**src/rtl/climate_sample_scheduler.sv**
```systemverilog
// Climate sample scheduler: gathers one sample from each of three sensor
// channels (temp, humidity, pressure) with round-robin grants, hands the
// packed frame to the climate predictor, waits for its class result with a
// timeout, and holds the result until the consumer accepts it.
//
// Handshakes: a sample moves on channel i in any cycle where s_valid[i] and
// s_ready[i] are both high at the rising edge; s_ready never depends on a
// transfer in the same cycle. A result moves when res_valid and res_ready are
// both high. pred_start/pred_done are single-cycle pulses with no
// back-pressure.
module climate_sample_scheduler #(
  parameter int DATA_W  = 8,
  parameter int TIMEOUT = 64
) (
  input  logic                clk,
  input  logic                rst_n,
  input  logic                enable,
  input  logic [2:0]          s_valid,
  input  logic [3*DATA_W-1:0] s_data,
  output logic [2:0]          s_ready,
  output logic                pred_start,
  output logic [3*DATA_W-1:0] pred_frame,
  input  logic                pred_done,
  input  logic [1:0]          pred_class,
  output logic                res_valid,
  output logic [1:0]          res_class,
  input  logic                res_ready,
  output logic                busy,
  output logic                timeout_err
);

  localparam int CNT_W = (TIMEOUT > 2) ? $clog2(TIMEOUT) : 1;
  localparam logic [CNT_W-1:0] CNT_LAST = CNT_W'(TIMEOUT - 1);

  typedef enum logic [1:0] {
    COLLECT = 2'd0,
    ISSUE   = 2'd1,
    WAIT    = 2'd2,
    OUTPUT  = 2'd3
  } state_t;

  state_t                state_q, state_d;
  logic [2:0]            mask_q, mask_d;
  logic [1:0]            rr_q, rr_d;
  logic [3*DATA_W-1:0]   frame_q, frame_d;
  logic [CNT_W-1:0]      cnt_q, cnt_d;
  logic [1:0]            cls_q, cls_d;
  logic                  terr_q, terr_d;
  logic [2:0]            eligible;
  logic [2:0]            grant;

  // First eligible channel found scanning upward from ptr, wrapping mod 3.
  function automatic logic [2:0] rr_pick(input logic [2:0] elig,
                                         input logic [1:0] ptr);
    logic [2:0] res;
    int         c;
    res = 3'b000;
    for (int k = 0; k < 3; k++) begin
      c = (int'(ptr) + k) % 3;
      if (res == 3'b000 && elig[c]) res[c] = 1'b1;
    end
    return res;
  endfunction

  // Grant selection: only while collecting, enabled, and for uncaptured channels.
  always_comb begin
    eligible = 3'b000;
    if (state_q == COLLECT && enable) eligible = s_valid & ~mask_q;
    grant = rr_pick(eligible, rr_q);
  end

  assign s_ready     = grant;
  assign pred_frame  = frame_q;
  assign res_class   = cls_q;
  assign timeout_err = terr_q;

  // Next-state and output decode for the collect/issue/wait/output sequence.
  always_comb begin
    state_d    = state_q;
    mask_d     = mask_q;
    rr_d       = rr_q;
    frame_d    = frame_q;
    cnt_d      = cnt_q;
    cls_d      = cls_q;
    terr_d     = terr_q;
    pred_start = 1'b0;
    res_valid  = 1'b0;
    busy       = 1'b1;
    case (state_q)
      COLLECT: begin
        busy = 1'b0;
        if (grant != 3'b000) begin
          mask_d = mask_q | grant;
          for (int i = 0; i < 3; i++) begin
            if (grant[i]) frame_d[i*DATA_W +: DATA_W] = s_data[i*DATA_W +: DATA_W];
          end
          case (grant)
            3'b001:  rr_d = 2'd1;
            3'b010:  rr_d = 2'd2;
            default: rr_d = 2'd0;
          endcase
          if ((mask_q | grant) == 3'b111) state_d = ISSUE;
        end
      end
      ISSUE: begin
        pred_start = 1'b1;
        cnt_d      = '0;
        state_d    = WAIT;
      end
      WAIT: begin
        // A completion in the final wait cycle still counts as success.
        if (pred_done) begin
          cls_d   = pred_class;
          state_d = OUTPUT;
        end else if (cnt_q == CNT_LAST) begin
          terr_d  = 1'b1;
          mask_d  = 3'b000;
          state_d = COLLECT;
        end else begin
          cnt_d = cnt_q + 1'b1;
        end
      end
      OUTPUT: begin
        res_valid = 1'b1;
        if (res_ready) begin
          mask_d  = 3'b000;
          state_d = COLLECT;
        end
      end
      default: state_d = COLLECT;
    endcase
  end

  // State registers with synchronous active-low reset.
  always_ff @(posedge clk) begin
    if (!rst_n) begin
      state_q <= COLLECT;
      mask_q  <= 3'b000;
      rr_q    <= 2'd0;
      frame_q <= '0;
      cnt_q   <= '0;
      cls_q   <= 2'd0;
      terr_q  <= 1'b0;
    end else begin
      state_q <= state_d;
      mask_q  <= mask_d;
      rr_q    <= rr_d;
      frame_q <= frame_d;
      cnt_q   <= cnt_d;
      cls_q   <= cls_d;
      terr_q  <= terr_d;
    end
  end

endmodule

```
**config.mk**
```make
export PLATFORM = sky130hd
export DESIGN_NAME = climate_sample_scheduler
export DESIGN_NICKNAME = d
export VERILOG_FILES = /design/src/rtl/climate_sample_scheduler.sv
export SDC_FILE = /design/constraint.sdc
export NUM_CORES = 1
export LEC_CHECK = 0
export ABC_AREA = 1
export CAP_MARGIN = 20
export CORE_UTILIZATION = 51
export CTS_BUF_LIST = sky130_fd_sc_hd__clkbuf_8
export CTS_CLUSTER_DIAMETER = 50
export DETAILED_ROUTE_END_ITERATION = 12
export PLACE_DENSITY = 0.88
export RECOVER_POWER = 100
export SLEW_MARGIN = 25
export SYNTH_ARGS = -nofsm -noshare
export SYNTH_HDL_FRONTEND = slang
export SYNTH_SLANG_ARGS = --single-unit
export TNS_END_PERCENT = 1
```
**constraint.sdc**
```tcl
create_clock -name clk -period 4.1 [get_ports clk]
set_input_delay 1.025 -clock clk [delete_from_list [all_inputs] [get_ports clk]]
set_output_delay 1.025 -clock clk [all_outputs]
set_load 0.005 [all_outputs]
```
Word level (Yosys, flattened, before mapping)

Index checks and enable logic that the tools add are counted.

Register bits after elaboration: 40
Bits of input ports: 34
Output and inout bits: 33
Logic and storage cells: 99

$add $sub $neg: 3
Div/mod/pow operators: 3
Magnitude comparators: 6
Equality and inequality tests: 14
Multiplexer cells: 37
Bitwise logic cells: 6
Reduce and logical (&&, ||, !) cells: 21

Operator list:

| kind                                                                                 | count |
|---|---|
| 32-bit by 1-bit greater-or-equal comparator with 1-bit output, second input constant | 3 |
| 32-bit by 4-bit < comparator with 1-bit output, second input constant                | 3 |
| 32-bit by 3-bit modulo with 32-bit output, second input constant                     | 2 |
| 3-bit by 3-bit modulo with 32-bit output, second input constant                      | 1 |
| 3-bit two-way mux                                                                    | 8 |
| 3-bit AND reduction                                                                  | 5 |
| 1-bit two-way mux                                                                    | 12 |
| 6-bit two-way mux                                                                    | 2 |
| 6-bit case mux with 2 select lines                                                   | 1 |
| 2-bit two-way mux                                                                    | 5 |
| 3-bit OR                                                                             | 3 |
| 3-bit case mux with 3 select lines                                                   | 1 |
| 2-bit != test, second input constant                                                 | 4 |
| 2-bit case mux with 4 select lines                                                   | 1 |
| 6-bit by 1-bit adder with 6-bit output, second input constant                        | 1 |
| 1-bit binary-select mux with 2-bit select                                            | 3 |
| 1-bit demux with 2-bit select                                                        | 3 |
| 6-bit == test, second input constant                                                 | 1 |
| 1-bit logical AND                                                                    | 6 |
| 3-bit zero test                                                                      | 2 |
| 3-bit nonzero test                                                                   | 2 |
| 5-bit AND reduction                                                                  | 1 |
| 2-bit == test, second input constant                                                 | 2 |
| 2-bit by 1-bit != test with 1-bit output, second input constant                      | 2 |
| other kinds (15)                                                                     | 16 |

Logic depth before layout (Yosys ltp)

Word-level depth: 18
Gate-level depth with buffers: 18
Depth with buffers taken out: 18

Worst setup path after synthesis

Ideal clock, no wire load.

Path kind: input port to output port
Start: input s_valid[0]
End: output s_ready[2]
Data arrival time: 2.157 ns
Data required time: 3.075 ns
Path slack: 0.918 ns
Stages: 11
Path buffers: 1
Path through: inv_1 > nor2_1 > nand3_2 > nand3_2 > nand3_2 > nand4_1 > nand2_2 > nor2_4 > nand3_2 > nand2_2 > buf_2

Word-level cells in the longest chain between the ends: 12
Elaborated cells on any way between the ends: 20
Classes of those cells: mux: 13; bitwise: 3; reduce/logical: 4

RTL lines:

| item                                                  | RTL line | RTL |
|---|---|---|
| start: declaration                                    | 18       | `input logic [2:0] s_valid,` |
| 3-bit AND (*)                                         | 68       | `if (state_q == COLLECT && enable) eligible = s_valid & ~mask_q;` |
| 3-bit two-way mux (*)                                 | 68       |  |
| 1-bit binary-select mux with 2-bit select             | 60       | `if (res == 3'b000 && elig[c]) res[c] = 1'b1;` |
| 1-bit two-way mux (implied by the code) (2 in series) | 60       |  |
| 3-bit two-way mux                                     | 60       |  |
| 3-bit zero test                                       | 60       |  |
| 1-bit logical AND                                     | 60       |  |
| 3-bit two-way mux                                     | 60       |  |
| 3-bit zero test                                       | 60       |  |
| 1-bit logical AND                                     | 60       |  |
| 3-bit two-way mux (*)                                 | 60       |  |
| end: declaration                                      | 20       | `output logic [2:0] s_ready,` |

Every way passes the cells marked *; elsewhere a longest branch is shown, timed or not. The select of a mux whose other input is x is not followed.

Final worst setup path

Start: input s_valid[1]
End: output s_ready[0]

Same word-level chain as after synthesis.

==> metrics.cfg <==
[finish]
layout.cells.non_filler = 395
num-fill-cells = 283
syn_to_final_growth_pct = 39.3
drive_gt1_frac = 0.0893
fin_area_mm2 = 0.00283
diodes = 0
fin_nets = 390

[critical_path]
crit_path_start_kind = input pin
arrival_ns = 3.04
ff2ff_setup_slack_ns = 0.90
path_class = in -> out
end_kind = primary output
cp.required_ns = 3.07
worst_r2r_endpoint = mask_q[0]
rr_startpoint = state_q[1]
r2r_cells = 18
crit_fanout = 3

[clock_tree]
postCtsSetupBuffers = 0
root_buffer = clkbuf_8
insertion_delay_ns = 0.29
cts.sinks = 40
cts_hold_buf = 0
cts_tree = done
htree_levels = 2
cts_made_buffers = 5
cts_buffer_depth = 2
cts.clk_slew.worst_paths_ns = 0.08

[route]
antenna_left = 0
vias = 1999
drcViolationCount = 0
dr.pass1.iters = 4
drt-vias-per-instance = 5.06
drt_iter0_drc = 117
routed_wl_mm = 4.94
routedWlPerCell_um = 12.5

[synth]
yosys_warnings = 0
syn_inst = 275
syn_nets = 319
synth_largest_area_cell = dfxtp_1
synth_top_area_share = 0.394
netlist_top_cells_area = dfxtp_1 (39%), nor2_1 (13%), o21ai_1 (6.9%), ha_1 (6.2%), nand2_1 (4.8%)
syn-cell-area_mm2 = 0.00203
yosysUniqueCellTypes = 32
synth_area_per_cell_um2 = 7.39
synth_ff_type = dfxtp_1
seq_area_frac_synth = 0.394
ys_top_cells_by_count = nor2_1 (73), dfxtp_1 (40), o21ai_1 (28)
synth_edf_count = 0
ys_ff_latch = 40
synth_most_common_cell = nor2_1
async_flop_share = 0

[min_path]
hp-start = timeout_err
worstHoldPathCells = 2
min_path_type = reg -> reg
min_to = timeout_err

[run]
maxCapViolCount = 0

[floorplanning]
ios = 67
rows = 22
dieArea_mm2 = 0.00424
die_w_um = 65.1
initial_core_util = 0.543
core_mm2 = 0.00374
die_y_um = 65.1

[sta]
final_hold_viol_count = 0
rsz0062_at_grt = true
fin_tns_setup_ns = 0
slew_violations = 0
period_minus_slack_ns = 4.07
setup_viol = 0
slew_headroom = 0.196
fin_skew_ns = 0.00867
timing.final.crit_share = 0.992
worstMarginPinSlew_ns = 1.21
fmax_ghz = 0.246

[global_routing]
grt_use_total = 0.257
grt_pass1_vias = 1942
antenna_found_initial = 0
overflow = 0
grt_pass1_wl_mm = 8.38
grt_max_degree = 32

[place]
gp_congestion = 0.949
detailed_place.area_mm2 = 0.00275
place_inst = 387
dp_hpwl_mm = 3.72
io_buffers = 66

[run_status]
status = finished, final reports clean

[power_and_ir_drop]
power_density_mw_per_mm2 = 614
power_leakage_nw = 1.28
ir_drop_mv = 0.403

[logic make-up after synthesis]
group / share of synthesized area
DFF: 0.394
buffers and inverters: 0.0757
adders and majority gates: 0.0616
AOI/OAI and AO/OA: 0.135
and+or+nand+nor: 0.334
[cells in the final DEF, fill, tap and decap left out, types with 4 or more instances in the layout]
master,n
dlygate4sd3_1,31
clkbuf_8,5
clkdlybuf4s50_1,34
inv_1,29
o21ai_0,5
a21oi_1,9
dfxtp_1,40
ha_1,10
nand2_1,27
o21ai_1,27
nor2_1,72
nand3_1,15
nand3_2,6
nand2_2,4
[layout make-up]
cell class / instances / area, um^2 / area share
clock buffers: 5 / 68.8 / 0.0243
clock inverters: 3 / 38.8 / 0.0137
inverters: 32 / 125 / 0.0442
multi-input cells: 197 / 1060 / 0.374
flip-flops and latches: 40 / 801 / 0.283
well taps: 48 / 60.1 / 0.0212
repair buffers: 70 / 679 / 0.240
[timing repair]
item                                    4_1_cts  5_1_grt
hold endpoints to repair                      0        0
gates resized for setup                       1        2
endpoints found under the setup margin        1        3
gates cloned                                  0        0
[worst max-delay path: stages]
cell	delay, ns
clkdlybuf4s50_1	0.45
inv_1	0.03
nor2_1	0.15
nand3_1	0.11
nand3_2	0.10
nand3_1	0.10
nand4_1	0.11
nand2_1	0.11
nor2_4	0.14
nand3_2	0.08
nand2_1	0.09
clkdlybuf4s50_1	0.52
[registers in the layout, summed over array words and instances (netlist names)]
name	flops
cnt_q	6
mask_q	3
pred_frame	24
res_class	2
rr_q	2
state_q	2
timeout_err	1
[per-layer routing]
metal  vias up  global-route usage  part of all wire  wire length, um
met5         -                   0                 0                0
met4         0              0.0761             0.017               83
met3        10               0.113             0.083              408
met2        65               0.454              0.48             2370
met1       897               0.275              0.42             2080
li1       1027                   -                 -                -
[report_power, final]
group,switching [mW],internal [mW]
Combinational,0.489,0.377
Clock,0.135,0.178
Sequential,0.0620,0.497
[worst max-delay path by stage]
stage	from	endpoint	slack (ns)	cells after the start
after floorplan	s_valid[0]	s_ready[2]	0.92	11
after global placement	s_valid[0]	s_ready[1]	0.06	12
after detailed placement	s_valid[0]	s_ready[1]	-0.003	12
after CTS	enable	s_ready[1]	0.01	12
after global routing	enable	s_ready[2]	-0.08	12
final	s_valid[1]	s_ready[0]	0.03	12
[metrics by stage]
stage / hold slack (ns) / worst slack [ns] / util / power (mW)
floorplan: 0.447 / 0.918 / - / 1.15
global placement: 0.443 / 0.0617 / 0.736 / 1.50
detailed placement: 0.475 / -0.00275 / 0.736 / 1.52
CTS: 0.486 / 0.0131 / 0.765 / 1.84
global route: 0.496 / -0.0766 / 0.756 / 1.89
finish: 0.481 / 0.0332 / 0.756 / 1.74
Power figures use the tool's default switching activity.
